## config.mk

```make
export PLATFORM = sky130hd
export DESIGN_NAME = operand_fetch_stage
export DESIGN_NICKNAME = d
export VERILOG_FILES = /design/src/rtl/operand_fetch_stage.sv
export SDC_FILE = /design/constraint.sdc
export NUM_CORES = 1
export LEC_CHECK = 0
export CAP_MARGIN = 40
export CELL_PAD_IN_SITES_DETAIL_PLACEMENT = 1
export CELL_PAD_IN_SITES_GLOBAL_PLACEMENT = 1
export CORE_AREA = 2 2 166 168
export DETAILED_ROUTE_END_ITERATION = 7
export DIE_AREA = 0 0 168 170
export HOLD_SLACK_MARGIN = 0.1
export PLACE_DENSITY = 0.95
export SLEW_MARGIN = 20
export SYNTH_ARGS = -nofsm -noshare
export SYNTH_HDL_FRONTEND = slang
export SYNTH_SLANG_ARGS = --single-unit
```

## constraint.sdc

```tcl
create_clock -name clk -period 3.5 [get_ports clk]
set_input_delay 0.525 -clock clk [delete_from_list [all_inputs] [get_ports clk]]
set_output_delay 0.525 -clock clk [all_outputs]
set_load 0.005 [all_outputs]
```

## src/rtl/operand_fetch_stage.sv

```systemverilog
// ID/EX operand fetch stage, downstream of the 32x32 register file.
//
// Drives the register-file read addresses straight from the decoded instruction. It captures
// the read data and the decode fields into an ID/EX register. Valid/ready handshakes are used
// on both sides. A one-entry skid buffer keeps full throughput while in_ready depends only on
// registered state and reset.
//
// Optional feature: define OPF_FORWARD_EN to resolve same-cycle writeback hazards. The register
// file writes at posedge and reads combinationally, so a same-cycle read returns the old value.
// With forwarding enabled:
//   - the capture path selects wb_wrData on an address match;
//   - held entries snoop matching writebacks.
//
// Ports:
//   clk, reset            clock; synchronous active-low reset
//   flush                 drop held entries and the same-cycle accept
//   in_*                  decoded instruction with valid/ready handshake
//   rf_rdAddrA/B          register-file read addresses (= in_rs / in_rt)
//   rf_rdDataA/B          register-file read data
//   wb_RegWrite/wrAddr/wrData  writeback port, shared with the register file
//   out_*                 ID/EX entry with valid/ready handshake
//   stall_cnt             saturating count of cycles with out_valid && !out_ready
module operand_fetch_stage #(
  parameter int unsigned OPW    = 6,
  parameter int unsigned STALLW = 16
) (
  input  logic              clk,
  input  logic              reset,
  input  logic              flush,
  input  logic              in_valid,
  output logic              in_ready,
  input  logic [4:0]        in_rs,
  input  logic [4:0]        in_rt,
  input  logic [4:0]        in_rd,
  input  logic [31:0]       in_imm,
  input  logic [OPW-1:0]    in_op,
  output logic [4:0]        rf_rdAddrA,
  output logic [4:0]        rf_rdAddrB,
  input  logic [31:0]       rf_rdDataA,
  input  logic [31:0]       rf_rdDataB,
  input  logic              wb_RegWrite,
  input  logic [4:0]        wb_wrAddr,
  input  logic [31:0]       wb_wrData,
  output logic              out_valid,
  input  logic              out_ready,
  output logic [31:0]       out_opA,
  output logic [31:0]       out_opB,
  output logic [31:0]       out_imm,
  output logic [OPW-1:0]    out_op,
  output logic [4:0]        out_rd,
  output logic [STALLW-1:0] stall_cnt
);

  logic              out_valid_q, out_valid_d, skid_valid_q, skid_valid_d;
  logic [31:0]       out_opa_q, out_opa_d, out_opb_q, out_opb_d, out_imm_q, out_imm_d;
  logic [OPW-1:0]    out_op_q, out_op_d;
  logic [4:0]        out_rd_q, out_rd_d;
  logic [31:0]       skid_opa_q, skid_opa_d, skid_opb_q, skid_opb_d, skid_imm_q, skid_imm_d;
  logic [OPW-1:0]    skid_op_q, skid_op_d;
  logic [4:0]        skid_rd_q, skid_rd_d;
  logic [STALLW-1:0] stall_cnt_q, stall_cnt_d;

  logic        accept, out_load, out_from_skid, out_from_in, skid_from_in;
  logic [31:0] cap_opa, cap_opb;
  logic [31:0] out_opa_hold, out_opb_hold, skid_opa_hold, skid_opb_hold;

  assign in_ready   = reset && !skid_valid_q;
  assign accept     = in_valid && in_ready;
  assign rf_rdAddrA = in_rs;
  assign rf_rdAddrB = in_rt;

  // Skid is always older than a new accept, so it has first claim on the output register.
  assign out_load      = !out_valid_q || out_ready;
  assign out_from_skid = out_load && skid_valid_q;
  assign out_from_in   = out_load && !skid_valid_q && accept;
  assign skid_from_in  = accept && (skid_valid_q || !out_load);

`ifdef OPF_FORWARD_EN
  logic [4:0] out_rs_q, out_rs_d, out_rt_q, out_rt_d;
  logic [4:0] skid_rs_q, skid_rs_d, skid_rt_q, skid_rt_d;

  assign cap_opa = (wb_RegWrite && wb_wrAddr == in_rs) ? wb_wrData : rf_rdDataA;
  assign cap_opb = (wb_RegWrite && wb_wrAddr == in_rt) ? wb_wrData : rf_rdDataB;

  // Held operands snoop the writeback so they never go stale while waiting.
  assign out_opa_hold  = (wb_RegWrite && wb_wrAddr == out_rs_q)  ? wb_wrData : out_opa_q;
  assign out_opb_hold  = (wb_RegWrite && wb_wrAddr == out_rt_q)  ? wb_wrData : out_opb_q;
  assign skid_opa_hold = (wb_RegWrite && wb_wrAddr == skid_rs_q) ? wb_wrData : skid_opa_q;
  assign skid_opb_hold = (wb_RegWrite && wb_wrAddr == skid_rt_q) ? wb_wrData : skid_opb_q;

  always_comb begin
    out_rs_d  = out_rs_q;
    out_rt_d  = out_rt_q;
    skid_rs_d = skid_rs_q;
    skid_rt_d = skid_rt_q;
    if (out_from_skid) begin
      out_rs_d = skid_rs_q;
      out_rt_d = skid_rt_q;
    end else if (out_from_in) begin
      out_rs_d = in_rs;
      out_rt_d = in_rt;
    end
    if (skid_from_in) begin
      skid_rs_d = in_rs;
      skid_rt_d = in_rt;
    end
  end

  always_ff @(posedge clk) begin
    if (!reset) begin
      out_rs_q  <= '0;
      out_rt_q  <= '0;
      skid_rs_q <= '0;
      skid_rt_q <= '0;
    end else begin
      out_rs_q  <= out_rs_d;
      out_rt_q  <= out_rt_d;
      skid_rs_q <= skid_rs_d;
      skid_rt_q <= skid_rt_d;
    end
  end
`else
  assign cap_opa       = rf_rdDataA;
  assign cap_opb       = rf_rdDataB;
  assign out_opa_hold  = out_opa_q;
  assign out_opb_hold  = out_opb_q;
  assign skid_opa_hold = skid_opa_q;
  assign skid_opb_hold = skid_opb_q;

  // Writeback is only needed for forwarding; hazards are left to the upstream interlock.
  logic unused_wb;
  assign unused_wb = ^{wb_RegWrite, wb_wrAddr, wb_wrData};
`endif

  always_comb begin
    out_valid_d  = !flush && (out_load ? (skid_valid_q || accept) : 1'b1);
    skid_valid_d = !flush && (skid_from_in || (skid_valid_q && !out_load));

    out_opa_d  = out_opa_hold;
    out_opb_d  = out_opb_hold;
    out_imm_d  = out_imm_q;
    out_op_d   = out_op_q;
    out_rd_d   = out_rd_q;
    skid_opa_d = skid_opa_hold;
    skid_opb_d = skid_opb_hold;
    skid_imm_d = skid_imm_q;
    skid_op_d  = skid_op_q;
    skid_rd_d  = skid_rd_q;

    if (out_from_skid) begin
      out_opa_d = skid_opa_hold;
      out_opb_d = skid_opb_hold;
      out_imm_d = skid_imm_q;
      out_op_d  = skid_op_q;
      out_rd_d  = skid_rd_q;
    end else if (out_from_in) begin
      out_opa_d = cap_opa;
      out_opb_d = cap_opb;
      out_imm_d = in_imm;
      out_op_d  = in_op;
      out_rd_d  = in_rd;
    end
    if (skid_from_in) begin
      skid_opa_d = cap_opa;
      skid_opb_d = cap_opb;
      skid_imm_d = in_imm;
      skid_op_d  = in_op;
      skid_rd_d  = in_rd;
    end

    stall_cnt_d = stall_cnt_q;
    if (out_valid_q && !out_ready && !(&stall_cnt_q)) begin
      stall_cnt_d = stall_cnt_q + STALLW'(1);
    end
  end

  always_ff @(posedge clk) begin
    if (!reset) begin
      out_valid_q  <= 1'b0;
      skid_valid_q <= 1'b0;
      out_opa_q    <= '0;
      out_opb_q    <= '0;
      out_imm_q    <= '0;
      out_op_q     <= '0;
      out_rd_q     <= '0;
      skid_opa_q   <= '0;
      skid_opb_q   <= '0;
      skid_imm_q   <= '0;
      skid_op_q    <= '0;
      skid_rd_q    <= '0;
      stall_cnt_q  <= '0;
    end else begin
      out_valid_q  <= out_valid_d;
      skid_valid_q <= skid_valid_d;
      out_opa_q    <= out_opa_d;
      out_opb_q    <= out_opb_d;
      out_imm_q    <= out_imm_d;
      out_op_q     <= out_op_d;
      out_rd_q     <= out_rd_d;
      skid_opa_q   <= skid_opa_d;
      skid_opb_q   <= skid_opb_d;
      skid_imm_q   <= skid_imm_d;
      skid_op_q    <= skid_op_d;
      skid_rd_q    <= skid_rd_d;
      stall_cnt_q  <= stall_cnt_d;
    end
  end

  assign out_valid = out_valid_q;
  assign out_opA   = out_opa_q;
  assign out_opB   = out_opb_q;
  assign out_imm   = out_imm_q;
  assign out_op    = out_op_q;
  assign out_rd    = out_rd_q;
  assign stall_cnt = stall_cnt_q;

endmodule

```

==> reports/metrics.csv <==
stage,metric,value,unit
run_status,status,"finished, final reports clean",
die,row_count,60,
drt,via_per_inst,5.49,
worst_hold_path,min_to,skid_imm_q[28]$_SDFFE_PN0P_,
setup_path,crit_fanout,7,
cts,numCtsBuffers,26,
cts,post_cts_hold_buffer_count,0,
setup_path,rrSetupSlack,1.28,ns
logic_synthesis,synth_top_area_share,48.9,%
cts,clock_sinks,232,
setup_path,cp.arrival,2.09,ns
sta,finalHoldViolations,0,
sta,max_clock_freq,0.383,GHz
placement,hpwl,19.4,mm
drt,dr_total_vias,9421,
die,die_w,168,um
placement,place_area,12000,um^2
power,switching_share,23.3,%
die,core-area,26700,um^2
power,power_frac_clock,45.8,%
sta,min_period,2.61,ns
drt,ant_nets,0,
grt,overflow,0,
logic_synthesis,yosys_warnings,0,
power,intPower,4.89,mW
power,power_frac_seq,43.9,%
cts,clkTransAtPathRegs,0.06,ns
cts,clockBufferDepth,3,
logic_synthesis,seq_area_frac_synth,48.9,%
logic_synthesis,ys.flop_type,dfxtp_1,
drt,wl_per_cell,18.8,um
die,ios,295,
sta,setup_violations,0,
logic_synthesis,synthTopCellsByArea,"dfxtp_1, nand2_1, a311oi_1, a21oi_1, nand3_1",
cells_and_area,seq_area,4650,um^2
sta,rsz0062_at_grt,false,
cells_and_area,nNetsFinal,1513,
logic_synthesis,mappedNetlistArea,9500,um^2
placement,port_buffers,236,
grt,grt_max_degree,119,
cells_and_area,fill_cells,3100,
worst_hold_path,whs_path_depth,2,
logic_synthesis,synthArstFlopShare,0,%
sta,drv_slew,0,
logic_synthesis,yosysTopAreaCell,dfxtp_1,
drt,drtIter0Drc,529,
drt,drtPass1Iterations,4,
power,share_comb_of_total_power,10.3,%
power,p_leak,4.42,nW
die,die_h,170,um
grt,grtUsageTotal,21.8,%
setup_path,r2r-end,stall_cnt[10]$_SDFFE_PN0P_,
logic_synthesis,synth_cells,1190,
setup_path,r2r_start,stall_cnt[0]$_SDFFE_PN0P_,
power,switchingPower,1.49,mW
grt,grt_pass1_wl,51.2,mm
logic_synthesis,ys_types,42,
logic_synthesis,synth_edf_count,0,
sta,tightest_slew,0.695,ns
setup_path,critPathKind,primary input to output port,
job,drv_cap,0,
cts,post_cts_resized,0,
setup_path,cp.required,2.97,ns
sta,period_share,74.6,%
cts,clk_latency,0.53,ns
cells_and_area,multiInputGateArea,4270,um^2
sta,tns,0,ns
power,p_per_area,494,nW/um^2
cts,root_buffer,clkbuf_16,
logic_synthesis,ys_ff_latch,232,
worst_hold_path,hp-start,skid_imm_q[28]$_SDFFE_PN0P_,
sta,slew_headroom,53.7,%
sta,finClkSkew,0.0119,ns
grt,first_global_vias,10000,
logic_synthesis,synthMostInstantiatedCell,nand2_1,
die,floorplan.initialDensity,35.7,%
cells_and_area,drive_above_1_share,6.34,%
grt,antenna_found_initial,4,
logic_synthesis,synth_common_cells,"nand2_1, dfxtp_1, a21oi_1, nand3_1, nor2_1",
cts,tritoncts,done,
drt,wirelength,32.3,mm
logic_synthesis,synth_fp_nets,1351,
drt,remaining_drc_errors,0,
setup_path,start_kind,primary input,
cells_and_area,finalInstanceArea,12900,um^2
die,die_area,28600,um^2
setup_path,critPathCaptureType,output port,
cts,post-cts-setup-buffer-count,0,
placement,place_congestion,0.804,
logic_synthesis,syn_area_per_cell,7.99,um^2
worst_hold_path,worstHoldPathType,register to register,
power,peakVddDrop,0.291,mV
setup_path,reg2regPathDepth,6,
cts,cts_max_level,1,
cells_and_area,syn_to_final_growth,35.7,%
layout make-up:
class                      count  share of cell area, %
multi-input combinational    834                   33.1
inverter                       3                  0.126
sequential                   232                   36.0
timing repair buffer         255                   20.2
clock buffer                  39                   6.21
antenna                        3                 0.0582
clock inverter                 9                  0.980
tap                          341                   3.31
state kept, by name (all words and copies together) (netlist names):
register,flops
out_imm,32
out_op,6
out_opA,32
out_opB,32
out_rd,5
out_valid,1
skid_imm_q,32
skid_op_q,6
skid_opa_hold,32
skid_opb_hold,32
skid_rd_q,5
skid_valid_q,1
stall_cnt,16
cells by family after synthesis:
kind of cell / after synthesis / share of synthesized area [%]
multiplexers: 1 / 0.105
AO/OA/AOI/OAI: 245 / 18.0
adder cells (fa/ha/maj): 1 / 0.132
buffers and inverters: 124 / 6.61
AND/OR/NAND/NOR: 587 / 26.3
flip-flops: 232 / 48.9
layer usage:
layer	track usage (%)	vias to the layer above	wire length, um
met5	0	-	0
met4	7.45	0	1000
met3	4.74	62	1780
met2	39.9	223	16300
met1	25.1	4674	13200
li1	-	4462	-
worst max-delay path by stage:
stage,startpoint,endpoint,depth (start not counted)
floorplan,stall_cnt[0]$_SDFFE_PN0P_,stall_cnt[1]$_SDFFE_PN0P_,7
global placement,out_ready,out_opB[21]$_SDFFE_PN0P_,6
detailed placement,out_ready,out_imm[20]$_SDFFE_PN0P_,6
CTS,reset,in_ready,3
global route,reset,in_ready,3
finish,reset,in_ready,3
stage by stage:
stage / util (%) / cells / worst slack [ns] / power [mW] / hold WS (ns)
2_1_floorplan: - / 1190 / 1.80 / 3.11 / 0.437
3_5_place_dp: 44.9 / 1665 / 0.658 / 3.51 / 0.449
4_1_cts: 48.4 / 1713 / 0.887 / 6.44 / 0.458
5_1_grt: 48.4 / 1716 / 0.823 / 6.60 / 0.479
3_3_place_gp: 44.9 / 1665 / 0.807 / 3.48 / 0.441
6_report: 48.4 / 1716 / 0.889 / 6.37 / 0.455
critical path, stage by stage:
cell and delay [ns]:
clkdlybuf4s50_1 0.73, and2b_1 0.27, clkdlybuf4s50_1 0.56
layout by cell type (no fill, tap or decap), types with 4 or more instances in the layout:
cell | synthesis | layout
a21oi_1 | 113 | 113
clkbuf_1 | 52 | 4
or3_1 | 4 | 4
a21oi_2 | 9 | 9
or4_1 | 8 | 8
clkinv_2 | 0 | 4
nand2_1 | 326 | 326
buf_4 | 23 | 11
clkdlybuf4s50_1 | 0 | 236
nand3_1 | 113 | 112
nand4_1 | 6 | 6
buf_12 | 1 | 8
o31ai_1 | 5 | 5
nor2_1 | 109 | 109
clkbuf_8 | 0 | 8
dfxtp_1 | 232 | 231
a311oi_1 | 107 | 107
clkbuf_16 | 0 | 27
power groups by stage:
stage,Clock (mW),Combinational (mW),Sequential [mW]
5_1_grt,3.08,0.714,2.81
3_3_place_gp,0,0.629,2.85
3_5_place_dp,0,0.651,2.85
4_1_cts,2.99,0.659,2.80
6_report,2.92,0.655,2.80
2_1_floorplan,0,0.253,2.85
No activity file was read; power rests on OpenSTA's default activity.
